### config.mk
export PLATFORM = sky130hd
export DESIGN_NAME = register_file
export DESIGN_NICKNAME = d
export VERILOG_FILES = /design/src/rtl/register_file_pkg.sv /design/src/rtl/register_file.sv
export SDC_FILE = /design/constraint.sdc
export NUM_CORES = 1
export LEC_CHECK = 0
export CORE_MARGIN = 2
export CORE_UTILIZATION = 40
export CTS_CLUSTER_SIZE = 20
export DETAILED_ROUTE_END_ITERATION = 10
export PLACE_DENSITY = 0.64
export SKIP_CTS_REPAIR_TIMING = 1
export SYNTH_ARGS = -nofsm -noshare
export SYNTH_HDL_FRONTEND = slang
export SYNTH_SLANG_ARGS = --single-unit
### constraint.sdc
create_clock -name CLK -period 5.7 [get_ports CLK]
set_input_delay 1.14 -clock CLK [delete_from_list [all_inputs] [get_ports CLK]]
set_output_delay 1.14 -clock CLK [all_outputs]
set_load 0.01 [all_outputs]
### src/rtl/register_file_pkg.sv
// Shared defaults for the 16-bit datapath register file.
package register_file_pkg;

    localparam int unsigned DATA_W_DEF   = 16;
    localparam int unsigned ADDR_W_DEF   = 4;
    localparam int unsigned NUM_REGS_DEF = 16;

    // Value every register takes while RSTn is low.
    localparam logic [DATA_W_DEF-1:0] RESET_VAL = '0;

endpackage

### src/rtl/register_file.sv
// General-purpose register file: two combinational read ports and one
// synchronous write port that shares its address with the DEST read port.
//
// Ports
//   CLK      clock, rising edge active
//   RSTn     asynchronous active-low reset, clears every register
//   ADDR_A   read address for SRC
//   ADDR_B   read address for DEST, also the write address
//   DATA_IN  write data
//   WR       write enable, sampled on rising CLK
//   SRC      reg_array[ADDR_A], 0 when ADDR_A is out of range
//   DEST     reg_array[ADDR_B], 0 when ADDR_B is out of range
module register_file
    import register_file_pkg::*;
#(
    parameter int unsigned DATA_W   = DATA_W_DEF,
    parameter int unsigned ADDR_W   = ADDR_W_DEF,
    parameter int unsigned NUM_REGS = NUM_REGS_DEF
) (
    input  logic              CLK,
    input  logic              RSTn,
    input  logic [ADDR_W-1:0] ADDR_A,
    input  logic [ADDR_W-1:0] ADDR_B,
    input  logic [DATA_W-1:0] DATA_IN,
    input  logic              WR,
    output logic [DATA_W-1:0] SRC,
    output logic [DATA_W-1:0] DEST
);

    logic [DATA_W-1:0] reg_array [0:NUM_REGS-1];
    logic [DATA_W-1:0] src_c;
    logic [DATA_W-1:0] dest_c;

    // Write port. Decoding by comparison against each implemented index means
    // an out-of-range ADDR_B matches nothing, so the write is dropped. An
    // unknown WR evaluates as false and is treated as no write.
    always_ff @(posedge CLK or negedge RSTn) begin
        if (!RSTn) begin
            for (int unsigned i = 0; i < NUM_REGS; i++) begin
                reg_array[i] <= DATA_W'(RESET_VAL);
            end
        end else if (WR) begin
            for (int unsigned i = 0; i < NUM_REGS; i++) begin
                if (ADDR_B == ADDR_W'(i)) begin
                    reg_array[i] <= DATA_IN;
                end
            end
        end
    end

    // Read muxes; default 0 covers out-of-range addresses. No write bypass.
    always_comb begin
        src_c  = '0;
        dest_c = '0;
        for (int unsigned i = 0; i < NUM_REGS; i++) begin
            if (ADDR_A == ADDR_W'(i)) begin
                src_c = reg_array[i];
            end
            if (ADDR_B == ADDR_W'(i)) begin
                dest_c = reg_array[i];
            end
        end
    end

    assign SRC  = src_c;
    assign DEST = dest_c;

endmodule

Word-level counts from Yosys, hierarchy flattened --
Index checks and enable logic that the tools add are counted. Widths: inputs -> output; s select.
Storage, ports and cells: flip-flop bits (word level) 256, latch bits 0, RAM bits 0, ROM bits 0, input bits 27, output and inout port bits 32, word-level logic and storage cells 96, memories 0
Operators by class: add/sub/neg operators 0, multipliers 0, div/mod/pow operators 0, magnitude comparators 0, eq/ne operators 30, shift-type cells 0, multiplexer cells 32, bitwise logic cells 0, reductions and logical operators 18
Operators with widths (number):
- $mux 16 | 32
- $eq 4x4->1 const B | 16
- $eq 4x3->1 const B | 8
- $reduce_and 2->1 | 16
- $eq 4x2->1 const B | 4
- $eq 4x1->1 const B | 2
- $logic_not 4->1 | 2

Depth between registers and ports, before layout --
Gate-level depths: netlist (run 1).
depth in word-level cells 17, mapped depth 9, depth with buffers taken out 5

Least setup slack after synthesis (run 1) --
Ideal clock, no wire load.
path kind input -> output, start input port ADDR_B[2], end output port DEST[8], arrival 2.489 ns, required time 4.560 ns, slack 2.071 ns, stages 7, buffers on the path 2, cell sequence buf_2 -> buf_2 -> mux2_2 -> o221ai_1 -> o31ai_1 -> a221oi_2 -> o21ai_1
On the way: cells in the longest elaborated chain, start to end 17, elaborated cells between the ends (all ways) 32, classes of those cells eq/ne (15); mux (16); reduce/logical (1)
Ends and longest elaborated chain:
- start, declared | RTL line register_file.sv:23 | input logic [ADDR_W-1:0] ADDR_B,
- $logic_not 4->1 | RTL line register_file.sv:59 | if (ADDR_B == ADDR_W'(i)) begin
- $mux 16 (15 in series) | RTL line register_file.sv:59
- $mux 16 * | RTL line register_file.sv:59
- end, declared | RTL line register_file.sv:27 | output logic [DATA_W-1:0] DEST
Mark *: on every way between the ends. The rest lies on a longest branch, timed or not.

Final worst setup path (run 1) --
start input port ADDR_A[1], end output port SRC[13]
On the way: cells in the longest elaborated chain, start to end 17, elaborated cells between the ends (all ways) 32, classes of those cells eq/ne (15); mux (16); reduce/logical (1)
Ends and longest elaborated chain:
- start, declared | RTL line register_file.sv:22 | input logic [ADDR_W-1:0] ADDR_A,
- $logic_not 4->1 | RTL line register_file.sv:56 | if (ADDR_A == ADDR_W'(i)) begin
- $mux 16 (15 in series) | RTL line register_file.sv:56
- $mux 16 * | RTL line register_file.sv:56
- end, declared | RTL line register_file.sv:26 | output logic [DATA_W-1:0] SRC,
Marks and branches as above.

==> results of run 1 <==
## layer usage
layer | track usage (%) | wire length [µm] | up-vias
met4 | 12.0 | 2770 | 0
li1 | - | - | 5002
met5 | 0 | 0 | -
met3 | 4.48 | 5070 | 196
met2 | 40.8 | 22900 | 766
met1 | 37.4 | 21600 | 6104
## Yosys cell counts, drive strengths merged, types with 3 or more instances
| library cell | count |
|---|---|
| o21ai | 93 |
| mux2 | 279 |
| buf | 91 |
| a311o | 3 |
| nor2b | 23 |
| a211oi | 10 |
| o221ai | 19 |
| a221o | 7 |
| nand3 | 13 |
| nand3b | 7 |
| nand2 | 65 |
| mux4 | 35 |
| a21o | 10 |
| a21oi | 63 |
| o32a | 3 |
| a31oi | 13 |
| a22oi | 9 |
| a221oi | 7 |
| o22ai | 30 |
| a2bb2oi | 3 |
| clkbuf | 26 |
| mux2i | 55 |
| a2111oi | 4 |
| dfrtp | 256 |
| nor2 | 61 |
| nor3 | 13 |
| o2111ai | 6 |
| or2 | 4 |
| or3 | 5 |
| and2 | 3 |
| o2bb2ai | 8 |
| o211ai | 4 |
| o21a | 6 |
| a222oi | 7 |
| inv | 20 |
| nand2b | 18 |
## how the worst max path moves through the flow
stage	cells past startpoint	slack, ns	from	endpoint
finish	7	0.46	ADDR_A[1]	SRC[13]
global route	7	0.46	ADDR_A[1]	SRC[3]
CTS	7	0.65	ADDR_A[1]	SRC[13]
detailed placement	7	0.67	ADDR_A[1]	SRC[13]
global placement	7	0.65	ADDR_A[1]	SRC[13]
floorplan	7	2.07	ADDR_B[2]	DEST[8]
## layout by cell type (no fill, tap or decap), types with 5 or more instances in the layout
master           count
a31oi_1             13
o22ai_1             30
clkinv_2             5
clkdlybuf4s50_1     49
nor3_1              13
a221o_1              7
bufinv_16            8
inv_1               19
nand3_2              5
o2111ai_1            6
or3_1                5
a211oi_1            10
nor2_1              49
nand3b_1             7
o21a_1               6
nand2_1             62
mux4_2              35
mux2i_1             55
o2bb2ai_1            8
a22oi_1              9
buf_4               46
nor2_4               8
clkbuf_8             6
nand3_1              8
o21ai_0             91
a222oi_1             7
dfrtp_1            256
a221oi_1             5
nand2b_1            18
nor2b_1             22
o221ai_1            19
a21o_1               8
mux2_2             276
a21oi_1             62
clkbuf_16           29
## kinds of logic (layout without fill, tap and decap cells)
group	Yosys count	in the layout	share of synthesized area, %
mux	369	369	29.8
simple gates	226	226	8.03
buf+inv	139	177	5.13
flops	256	256	42.6
compound gates	328	328	14.5
## power by group through the flow
stage	sequential [mW]	clock [mW]	combinational, mW
floorplan	2.49	0	0.997
global placement	2.60	0	1.35
detailed placement	2.62	0	1.38
CTS	2.59	2.19	1.38
global route	2.65	2.26	1.50
finish	2.60	2.16	1.39
## cell type report
cell class | instances | area (µm²)
Tap cell | 474 | 593
Sequential cell | 256 | 6410
Fill cell | 3454 | 20400
Clock inverter | 15 | 282
Timing Repair Buffer | 101 | 891
Multi-Input combinational cell | 923 | 7870
Clock buffer | 39 | 823
Inverter | 22 | 82.6
==> flow_summary.yaml, run 1 <==
drt:
  drc: 0
  vias_per_cell: 6.59
  drtAntennaViolNets: 0
  routedWlPerCell_um: 28.6
  first_pass_iters: 6
  drtIter0Drc: 1645
  drt_wl_total_mm: 52.3
  vias: 12100
power:
  seqPwrFrac_pct: 42.3
  leakagePower_nw: 6.94
  p_int_mw: 4.37
  combPwrFrac_pct: 22.6
  power.switching_mw: 1.79
  p_sw_share_pct: 29.1
  power_density_nw_per_um2: 363
  power_mw: 6.16
  clock_power_share_pct: 35.1
  max-vdd-ir-drop_v: 0.000250
cells_and_area:
  fin_nets: 1360
  fin_area_um2: 17000
  fin_cells: 1830
  layout-drive-gt1-share_pct: 33.0
  synthToLayoutAreaGrowth_pct: 12.7
  top_regs: "reg_array (256)"
  final_util_pct: 45.4
  top_register: "reg_array"
  largest_register_ffs: 256
  diodes: 0
clock_tree:
  clk_latency_ns: 0.56
  ctsLongestPathBuffers: 3
  cts_tree: "done"
  htree_levels: 1
  clock-sinks: 256
  cts-root-buf: "clkbuf_16"
  cts-buffers-inserted: 29
  clkTransAtPathRegs_ns: 0.06
timing:
  max_slew_margin_pct: 33.1
  drv_slew: 0
  period_needed_ns: 5.24
  setup_viol: 0
  clock_skew_ns: 0
  finalSetupTns_ns: 0
  hold_viol: 0
  fin_crit_sh_pct: 91.9
  rsz0062_at_grt: "no"
  tightest_slew_ns: 1.00
  whs_ns: 0.508
  worst_slack_ns: 0.462
  max_freq_mhz: 191
yosys:
  async_flop_share_pct: 100
  synth_cell_types: 79
  synth_area_leaders: "dfrtp_1, mux2_2, mux4_2"
  synth-seq-area-share_pct: 42.6
  netlist.area_leader.share_pct: 42.6
  netlist_area_um2: 15000
  synth-edff-count: 0
  synth_flop_cell: "dfrtp_1"
  avgSynthCellArea_um2: 11.4
  yosys_warnings: 0
  ys_ff_latch: 256
  synth_nets: 1345
  synthesis.instances: 1318
  yosysTopAreaCell: "dfrtp_1"
critical_path:
  critPathCaptureType: "output port"
  required_ns: 4.56
  arrival_ns: 4.10
  r2r_cells: 1
  cp_top_family: "buffers and inverters"
  crit-reg2reg-launch: "reg_array[157]$_DFFE_PN0P_"
  timing.critical_path.mode_cell: "buf_4"
  crit_chain: "buf_4 -> buf_4 -> nand4b_1 -> o21ai_0 -> nor3_1 -> a211o_1 -> clkdlybuf4s50_1"
  worstReg2RegEnd: "reg_array[157]$_DFFE_PN0P_"
  slowest_delay_ns: 0.74
  slowest_stage: "nand4b_1"
  worstPathMaxFanout: 38
  cp_num_buf_inv: 3
  ff2ff_setup_slack_ns: 4.86
  timing_worst_setup_path_type: "input pin to output port"
  start_kind: "input pin"
die:
  die_w_um: 198
  ios: 59
  start_util_pct: 40.3
  die_area_um2: 39200
  fp.dieH_um: 198
  rows: 71
  core_area_um2: 37300
placement:
  dp_cells: 1776
  routabilityCongestion: 0.938
  port_buffers: 58
  post-dp-hpwl_mm: 32.9
  post-place-ws_ns: 0.665
  dpl_cell_area_um2: 15800
global_route:
  grt_max_degree: 135
  antenna_found_initial: 0
  grt_pass1_vias: 12100
  grt_overflow: 0
  grt_pass1_wl_mm: 78.1
  gr-usage-all-layers_pct: 26.8
outcome:
  outcome: "finished clean"
hold_path:
  hold_class: "input pin to asynchronous set/reset pin"
job:
  max-cap-violations: 0
Power figures use the tool's default switching activity.
==> run 2: changes to the inputs <==
CORE_MARGIN = default   (was 2)
SLEW_MARGIN = 20   (was default)
==> run 2 against run 1 <==
Effect of this change: clock power fell by 8%; combinational power is essentially flat; final cell count increased by 0.22%; sequential cell count stayed put.
==> flow_summary.yaml, run 2 (synthesized netlist as in run 1, its figures left out) <==
outcome:
  outcome: "finished clean"
critical_path:
  worstPathMaxFanout: 21
  arrival_ns: 4.00
  required_ns: 4.56
  start_kind: "input pin"
  critPathCaptureType: "output port"
  timing_worst_setup_path_type: "input pin to output port"
power:
  max-vdd-ir-drop_v: 0.000232
  leakagePower_nw: 6.96
  power_density_nw_per_um2: 352
  power_mw: 5.98
timing:
  tightest_slew_ns: 1.13
  worst_slack_ns: 0.558
  clock_skew_ns: 0
  hold_viol: 0
  max_slew_margin_pct: 24.4
  period_needed_ns: 5.14
  max_freq_mhz: 194
  fin_crit_sh_pct: 90.2
  finalSetupTns_ns: 0
  rsz0062_at_grt: "no"
  setup_viol: 0
  drv_slew: 0
die:
  die_area_um2: 38400
  core_area_um2: 36800
  rows: 70
  ios: 59
  die_w_um: 196
  start_util_pct: 40.9
  fp.dieH_um: 196
clock_tree:
  cts-buffers-inserted: 29
  clock-sinks: 256
  clk_latency_ns: 0.56
  cts-root-buf: "clkbuf_16"
  htree_levels: 1
  clkTransAtPathRegs_ns: 0.06
  ctsLongestPathBuffers: 3
  cts_tree: "done"
cells_and_area:
  fin_cells: 1834
  top_register: "reg_array"
  nFillCells: 3428
  final_cell_mix: "mux2_2, dfrtp_1, o21ai_0"
  top_regs: "reg_array (256)"
  layout-drive-gt1-share_pct: 33.5
  fin_nets: 1371
  largest_register_ffs: 256
  layout_commonest_cell: "mux2_2"
  synthToLayoutAreaGrowth_pct: 12.8
drt:
  vias: 11900
  drtIter0Drc: 1342
  vias_per_cell: 6.49
  drt_wl_total_mm: 52.6
  routedWlPerCell_um: 28.7
  drc: 0
  drtAntennaViolNets: 0
  first_pass_iters: 5
global_route:
  antenna_found_initial: 1
  grt_pass1_vias: 11900
  grt_pass1_wl_mm: 78.1
  grt_overflow: 0
  gr-usage-all-layers_pct: 27.5
  grt_max_degree: 115
job:
  max-cap-violations: 0
placement:
  post-place-ws_ns: 0.620
  routabilityCongestion: 0.945
  post-dp-hpwl_mm: 33.1
  dp_cells: 1781
  port_buffers: 58
hold_path:
  hold_class: "flop to flop"
==> run 2: worst max-delay path: stages <==
cell	delay, ns
clkdlybuf4s50_1	0.73
buf_12	0.33
or3_1	0.44
o32a_1	0.22
a21oi_2	0.15
o22ai_1	0.10
a21oi_1	0.29
clkdlybuf4s50_1	0.60
==> run 2: area by class of cell <==
cell class	instances	area, µm²	share of cell area [%]
Sequential cell	256	6410	37.7
Clock buffer	37	806	4.75
Antenna cell	1	2.50	0.0147
Tap cell	468	586	3.45
Clock inverter	15	191	1.13
Inverter	22	82.6	0.487
Multi-Input combinational cell	923	7870	46.4
Timing Repair Buffer	112	1030	6.06
==> run 2: power by group <==
part	total, mW	internal [mW]	switching, mW	leakage, nW
Combinational	1.40	0.763	0.637	3.33
Clock	1.98	1.18	0.802	0.490
Sequential	2.60	2.24	0.355	3.14
Total	5.98	4.18	1.79	6.96
==> run 2: metal layers <==
metal,part of all wire (%),vias to the layer above,GRT usage (%)
met2,44,640,40.8
met1,42,6089,37.7
met3,8.6,168,4.95
li1,-,5014,-
met5,0,-,0
met4,5.9,0,15.6
==> run 2: metrics by stage <==
step	hold WS (ns)	cell area, µm²	utilization [%]
floorplan	0.476	15000	-
global placement	0.497	16000	43.4
detailed placement	0.507	16000	43.4
CTS	0.521	17000	46.1
global route	0.547	17000	46.1
finish	0.523	17000	46.1
==> run 2: worst paths after layout <==
path,from,endpoint,cells after the start,slack (ns)
max in group asynchronous,RSTn,reg_array[26]$_DFFE_PN0P_,2,3.96
setup / recovery,ADDR_A[3],SRC[3],8,0.56
hold / removal,reg_array[157]$_DFFE_PN0P_,reg_array[157]$_DFFE_PN0P_,1,0.52
setup reg to reg,reg_array[143]$_DFFE_PN0P_,reg_array[143]$_DFFE_PN0P_,1,4.85
hold reg to reg,reg_array[157]$_DFFE_PN0P_,reg_array[157]$_DFFE_PN0P_,1,0.52
min in group asynchronous,RSTn,reg_array[196]$_DFFE_PN0P_,1,0.57
